$ cat src/rtl/store_write_buffer.sv
// ---------------------------------------------------------------------------
// store_write_buffer
//
// Post-retirement store buffer between the store queue and the D-cache.
// Retired stores (up to SWB_IN per cycle) are kept in program order in a
// circular FIFO. They drain to the D-cache one per cycle through a
// valid/ready handshake. While they wait, they stay visible to loads
// through a byte-granular forwarding lookup.
//
// Optional feature (compile-time macro SWB_COALESCE_EN):
//   The lowest-numbered valid write-back port may merge into the youngest
//   buffered entry when both target the same 32-bit word and that entry is
//   not the head. The merged store consumes no slot.
//   When the macro is undefined, no merge logic is built.
//
// Parameters
//   SWB_DEPTH  number of entries (power of 2, >= 4)
//   SWB_IN     number of write-back ports
//
// Ports
//   clock            rising-edge clock
//   reset            synchronous, active-low
//   cache_wb         retired stores; .ready marks a valid store
//   free_slots       SWB_DEPTH - count (does not credit a same-cycle drain)
//   empty            buffer holds no stores
//   overflow         sticky: a valid store was dropped for lack of a slot
//   dc_req_valid     head entry is presented to the D-cache
//   dc_req_addr      head entry address
//   dc_req_data      head entry data
//   dc_req_be        head entry byte enables
//   dc_req_ready     D-cache accepts the head this cycle
//   ld_lookup_valid  load forwarding probe valid
//   ld_lookup_addr   load address (word compare on [31:2])
//   ld_fwd_data      forwarded bytes; uncovered lanes read 0
//   ld_fwd_bytes     per-byte hit mask
// ---------------------------------------------------------------------------
package swb_pkg;
  typedef struct packed {
    logic        ready;
    logic [31:0] addr;
    logic [31:0] data;
    logic [3:0]  usebytes;
  } SQ_ENTRY_PACKET;
endpackage

module store_write_buffer
  import swb_pkg::*;
#(
  parameter int SWB_DEPTH = 8,
  parameter int SWB_IN    = 3
) (
  input  logic                           clock,
  input  logic                           reset,
  input  SQ_ENTRY_PACKET [SWB_IN-1:0]    cache_wb,
  output logic [$clog2(SWB_DEPTH):0]     free_slots,
  output logic                           empty,
  output logic                           overflow,
  output logic                           dc_req_valid,
  output logic [31:0]                    dc_req_addr,
  output logic [31:0]                    dc_req_data,
  output logic [3:0]                     dc_req_be,
  input  logic                           dc_req_ready,
  input  logic                           ld_lookup_valid,
  input  logic [31:0]                    ld_lookup_addr,
  output logic [31:0]                    ld_fwd_data,
  output logic [3:0]                     ld_fwd_bytes
);

  localparam int PTR_W = $clog2(SWB_DEPTH);
  localparam int CNT_W = PTR_W + 1;
  localparam logic [PTR_W-1:0] PTR_ONE = 1;
  localparam logic [CNT_W-1:0] CNT_ONE = 1;

  // Byte-lane merge: lanes selected by be take new_w, the others keep old_w.
  function automatic logic [31:0] merge_bytes(input logic [31:0] old_w,
                                              input logic [31:0] new_w,
                                              input logic [3:0]  be);
    logic [31:0] r;
    r = old_w;
    for (int b = 0; b < 4; b++) begin
      if (be[b]) r[8*b +: 8] = new_w[8*b +: 8];
    end
    return r;
  endfunction

  // Buffer state
  logic [31:0]          ent_addr_p1 [SWB_DEPTH];
  logic [31:0]          ent_data_p1 [SWB_DEPTH];
  logic [3:0]           ent_be_p1   [SWB_DEPTH];
  logic [SWB_DEPTH-1:0] ent_vld_p1;
  logic [PTR_W-1:0]     head_p1;
  logic [PTR_W-1:0]     tail_p1;
  logic [CNT_W-1:0]     count_p1;
  logic                 ovf_p1;

  // Enqueue/dequeue decisions for the current cycle
  logic [SWB_IN-1:0]    acc_p0;
  logic [PTR_W-1:0]     slot_p0 [SWB_IN];
  logic [CNT_W-1:0]     n_enq_p0;
  logic                 drop_p0;
  logic                 deq_p0;
  logic [PTR_W-1:0]     young_p0;

`ifdef SWB_COALESCE_EN
  logic                 merge_p0;
  logic [31:0]          merge_data_p0;
  logic [3:0]           merge_be_p0;
  logic                 seen_p0;
`endif

  logic [PTR_W-1:0]     fwd_idx_p0;
  logic                 unused_lookup_lsb;

  assign unused_lookup_lsb = ^ld_lookup_addr[1:0];

  assign free_slots   = CNT_W'(SWB_DEPTH) - count_p1;
  assign empty        = (count_p1 == '0);
  assign overflow     = ovf_p1;
  assign dc_req_valid = (count_p1 != '0);
  assign dc_req_addr  = ent_addr_p1[head_p1];
  assign dc_req_data  = ent_data_p1[head_p1];
  assign dc_req_be    = ent_be_p1[head_p1];
  assign deq_p0       = dc_req_valid && dc_req_ready;
  assign young_p0     = tail_p1 - PTR_ONE;

  // ---- stage 0: compact valid ports into consecutive slots from tail ----
  // n_enq_p0 doubles as the running rank; a store whose rank reaches
  // free_slots has no slot and is dropped.
  always_comb begin
    acc_p0   = '0;
    n_enq_p0 = '0;
    drop_p0  = 1'b0;
    for (int i = 0; i < SWB_IN; i++) slot_p0[i] = '0;
`ifdef SWB_COALESCE_EN
    merge_p0      = 1'b0;
    merge_data_p0 = ent_data_p1[young_p0];
    merge_be_p0   = ent_be_p1[young_p0];
    seen_p0       = 1'b0;
`endif
    for (int i = 0; i < SWB_IN; i++) begin
      if (cache_wb[i].ready) begin
`ifdef SWB_COALESCE_EN
        // Only the first valid port may merge, and never into the head,
        // which could be leaving for the cache this very cycle.
        if (!seen_p0 && (count_p1 > CNT_ONE) &&
            (cache_wb[i].addr[31:2] == ent_addr_p1[young_p0][31:2])) begin
          merge_p0      = 1'b1;
          merge_data_p0 = merge_bytes(ent_data_p1[young_p0], cache_wb[i].data,
                                      cache_wb[i].usebytes);
          merge_be_p0   = ent_be_p1[young_p0] | cache_wb[i].usebytes;
        end else
`endif
        if (n_enq_p0 < free_slots) begin
          acc_p0[i]  = 1'b1;
          slot_p0[i] = tail_p1 + n_enq_p0[PTR_W-1:0];
          n_enq_p0   = n_enq_p0 + CNT_ONE;
        end else begin
          drop_p0 = 1'b1;
        end
`ifdef SWB_COALESCE_EN
        seen_p0 = 1'b1;
`endif
      end
    end
  end

  // ---- stage 1: buffer state update ----
  always_ff @(posedge clock) begin
    if (!reset) begin
      ent_vld_p1 <= '0;
      head_p1    <= '0;
      tail_p1    <= '0;
      count_p1   <= '0;
      ovf_p1     <= 1'b0;
    end else begin
      for (int i = 0; i < SWB_IN; i++) begin
        if (acc_p0[i]) ent_vld_p1[slot_p0[i]] <= 1'b1;
      end
      // The head is occupied whenever deq_p0 is set, so it never collides
      // with a freshly written slot.
      if (deq_p0) ent_vld_p1[head_p1] <= 1'b0;
      head_p1  <= head_p1 + PTR_W'(deq_p0);
      tail_p1  <= tail_p1 + n_enq_p0[PTR_W-1:0];
      count_p1 <= count_p1 + n_enq_p0 - CNT_W'(deq_p0);
      if (drop_p0) ovf_p1 <= 1'b1;
    end
  end

  // Entry payload carries no reset; the valid bits alone qualify it.
  always_ff @(posedge clock) begin
    for (int i = 0; i < SWB_IN; i++) begin
      if (acc_p0[i]) begin
        ent_addr_p1[slot_p0[i]] <= cache_wb[i].addr;
        ent_data_p1[slot_p0[i]] <= cache_wb[i].data;
        ent_be_p1[slot_p0[i]]   <= cache_wb[i].usebytes;
      end
    end
`ifdef SWB_COALESCE_EN
    if (merge_p0) begin
      ent_data_p1[young_p0] <= merge_data_p0;
      ent_be_p1[young_p0]   <= merge_be_p0;
    end
`endif
  end

  // ---- load forwarding: oldest to youngest, later matches overwrite ----
  always_comb begin
    ld_fwd_data  = '0;
    ld_fwd_bytes = '0;
    fwd_idx_p0   = '0;
    if (ld_lookup_valid) begin
      for (int k = 0; k < SWB_DEPTH; k++) begin
        fwd_idx_p0 = head_p1 + PTR_W'(k);
        if (ent_vld_p1[fwd_idx_p0] &&
            (ent_addr_p1[fwd_idx_p0][31:2] == ld_lookup_addr[31:2])) begin
          ld_fwd_data  = merge_bytes(ld_fwd_data, ent_data_p1[fwd_idx_p0],
                                     ent_be_p1[fwd_idx_p0]);
          ld_fwd_bytes = ld_fwd_bytes | ent_be_p1[fwd_idx_p0];
        end
      end
    end
  end

endmodule

$ cat config.mk
export PLATFORM = sky130hd
export DESIGN_NAME = store_write_buffer
export DESIGN_NICKNAME = d
export VERILOG_FILES = /design/src/rtl/store_write_buffer.sv
export SDC_FILE = /design/constraint.sdc
export NUM_CORES = 2
export LEC_CHECK = 0
export ABC_AREA = 1
export CAP_MARGIN = 20
export CORE_ASPECT_RATIO = 1.4
export CORE_MARGIN = 4
export CORE_UTILIZATION = 50
export CTS_BUF_LIST = sky130_fd_sc_hd__clkbuf_4 sky130_fd_sc_hd__clkbuf_8 sky130_fd_sc_hd__clkbuf_16
export CTS_CLUSTER_SIZE = 25
export DETAILED_ROUTE_END_ITERATION = 7
export PLACE_DENSITY = 0.69
export SYNTH_ARGS = -nofsm -noshare
export SYNTH_HDL_FRONTEND = slang
export SYNTH_SLANG_ARGS = --single-unit
$ cat constraint.sdc
create_clock -name clock -period 8.9 [get_ports clock]
set_input_delay 0.89 -clock clock [delete_from_list [all_inputs] [get_ports clock]]
set_output_delay 0.89 -clock clock [all_outputs]
set_load 0.005 [all_outputs]
==> flow_summary_export.csv <==
group,metric,value,unit
worst_setup_path,cp_data_required_time,8.01,ns
worst_setup_path,worstSetupPathType,"reg2out",
final_layout,nFillCells,10890,
synthesis,synth_area_leaders,"edfxtp_1 (30%), nand2_1 (21%), o21ai_0 (14%)",
final_layout,register_area,16720,um2
final_layout,utilization,56.09,%
synthesis,synth_top_area_share,29.78,%
place,place_area,58860,um2
place,port-buffer-count,351,
grt,grt_overflow,0,
floorplanning,start_util,50.42,%
worst_setup_path,max_stage_delay,0.86,ns
sta,slew_headroom,16.78,%
cts,postCtsSetupRepairBufs,0,
worst_setup_path,cpMaxStageDelayCell,"dfxtp_4",
final_layout,multi_input_area,32670,um2
synthesis,synth_edf_count,544,
synthesis,netlist_area,54850,um2
pwr,power_leakage,27.73,nW
place,place_congestion,1.101,
pwr,ir_worst_vdd,0.0005033,V
sta,min_period_over_period,90.32,%
job,drv_cap,0,
floorplanning,die_area,115100,um2
route,wire_per_inst,25.86,um
sta,setup_viol,0,
synthesis,syn-num-nets,9145,
cts,cts_made_buffers,60,
place,dp.final_hpwl,186200,um
final_layout,area_growth_syn_to_layout,11.25,%
outcome,status,"completed",
sta,fmax,124.4,MHz
synthesis,synthArstFlopShare,0,%
synthesis,syn_inst,8876,
route,first_pass_iters,8,
final_layout,final_nets,9056,
grt,grt_pass1_wl,378100,um
final_layout,final_common_cell,"nand2_1",
grt,grt_max_degree,234,
floorplanning,die_w,287.9,um
worst_setup_path,cp_max_fo,122,
synthesis,synth_top_area_cell,"edfxtp_1",
route,drc,0,
cts,path_clk_slew,0.06,ns
grt,first_global_vias,58040,
worst_setup_path,end_kind,"output pin",
cts,clock_latency,0.71,ns
synthesis,yosysWarnings,0,
route,routed_wl,266600,um
final_layout,final_area,61020,um2
synthesis,synth-main-ff-cell,"edfxtp_1",
synthesis,ys_ff_latch,563,
floorplanning,ios,354,
route,num_vias,63940,
worst_setup_path,crit_arrival,7.15,ns
synthesis,synthDistinctLibCells,47,
floorplanning,core-area,108800,um2
sta,tightest_slew,1.240,ns
worst_setup_path,path_buf_inv,5,
worst_setup_path,critPathTopFamily,"simple AND/OR/NAND/NOR gates",
cts,cts_max_path_buffers,3,
cts,cts_hold_buf,0,
floorplanning,fp-row-count,143,
sta,clock_skew,0.03129,ns
route,ant_nets,0,
cts,cts-root-buf,"clkbuf_16",
hold_path,worstHoldPathType,"reg2reg",
synthesis,syn_area_per_cell,6.179,um2
route,vias_per_cell,6.202,
sta,hold_violations,0,
grt,antenna_found_initial,30,
final_layout,drive_gt1_share,3.565,%
sta,tns,0,ns
worst_setup_path,cp-start-kind,"flop",
sta,min_period,8.038,ns
final_layout,final_cell_mix,"nand2_1 (3110), o21ai_0 (1482), nand3_1 (1266)",
cts,clock-sinks,563,
route,drt_iter0_markers,8566,
synthesis,yosysSeqAreaShare,30.48,%
cts,cts_tree,"done",
worst_setup_path,cpMostUsedCell,"nand2_1",
cts,htreeDepth,2,
pwr,p_per_area,399.0,nW/um2
sta,slew_violations,0,
cts,ctsResizeCount,0,
floorplanning,die_h,399.9,um
grt,grtUsageTotal,44.78,%
sta,rsz0062_at_grt,"false",
-- stage by stage --
stage / power, mW / hold slack [ns] / std cells / setup slack (ns)
2_1_floorplan: 14.85 / 0.4579 / 8876 / 2.327
3_3_place_gp: 20.77 / 0.4542 / 10170 / 1.887
3_5_place_dp: 21.01 / 0.4600 / 10170 / 1.905
4_1_cts: 23.75 / 0.4742 / 10290 / 1.172
5_1_grt: 25.71 / 0.4856 / 10310 / 0.6988
6_report: 24.34 / 0.4797 / 10310 / 0.8615
-- cell type report --
type,count,share of cell area (%)
diodes,22,0.09022
clock buffers,66,2.534
clock inverters,46,0.9001
inverters,788,4.942
multi-input cells,6894,53.54
flip-flops and latches,563,27.41
well taps,1450,2.973
repair buffers,480,7.617
-- per-layer routing --
layer / global-route usage (%) / up-vias / part of all wire (%)
met2: 73.38 / 4247 / 45
met4: 41.43 / 12 / 12
met1: 48.73 / 28710 / 33
met3: 8.522 / 1262 / 11
met5: 0 / - / 0.027
li1: - / 29710 / -
-- kinds of logic after synthesis --
family / after synthesis / synth area share, %
buf+inv: 1419 / 10.30
fa+ha+maj: 26 / 0.6342
xor+xnor: 42 / 0.6707
flops: 563 / 30.48
simple gates: 4666 / 35.18
compound gates: 2048 / 20.69
mux: 112 / 2.044
-- cells in the mapped netlist, types with 13 or more instances --
| cell type | number |
|---|---|
| a21oi_1 | 96 |
| and2_1 | 15 |
| buf_1 | 99 |
| buf_2 | 177 |
| buf_4 | 27 |
| clkbuf_1 | 328 |
| dfxtp_1 | 19 |
| edfxtp_1 | 544 |
| ha_1 | 23 |
| inv_1 | 741 |
| inv_2 | 39 |
| mux2i_1 | 112 |
| nand2_1 | 3115 |
| nand3_1 | 1272 |
| nand4_1 | 15 |
| nor2_1 | 210 |
| o211ai_1 | 344 |
| o21a_1 | 20 |
| o21ai_0 | 1483 |
| o21ai_1 | 30 |
| o21bai_1 | 32 |
| o22ai_1 | 13 |
| xor2_1 | 38 |
-- sequential cells by signal (all words and copies together), names as in the netlist --
register,count
tail_p1,3
ent_be_p1,32
count_p1,4
overflow,1
head_p1,3
ent_data_p1,256
ent_vld_p1,8
ent_addr_p1,256
-- power breakdown --
part	switching [mW]	internal, mW
clock	1.19	1.55
combinational	12.1	4.43
sequential	0.508	4.59
total	13.8	10.6
-- path summary, 6_finish.rpt --
path / endpoint / start / slack (ns) / cells past startpoint
min reg2reg: overflow / overflow / 0.48 / 1
max: ld_fwd_data[2] / head_p1[1] / 0.86 / 25
max reg2reg: ent_data_p1[3][6] / count_p1[0] / 3.00 / 21
min: overflow / overflow / 0.48 / 1
Power figures use the tool's default switching activity.
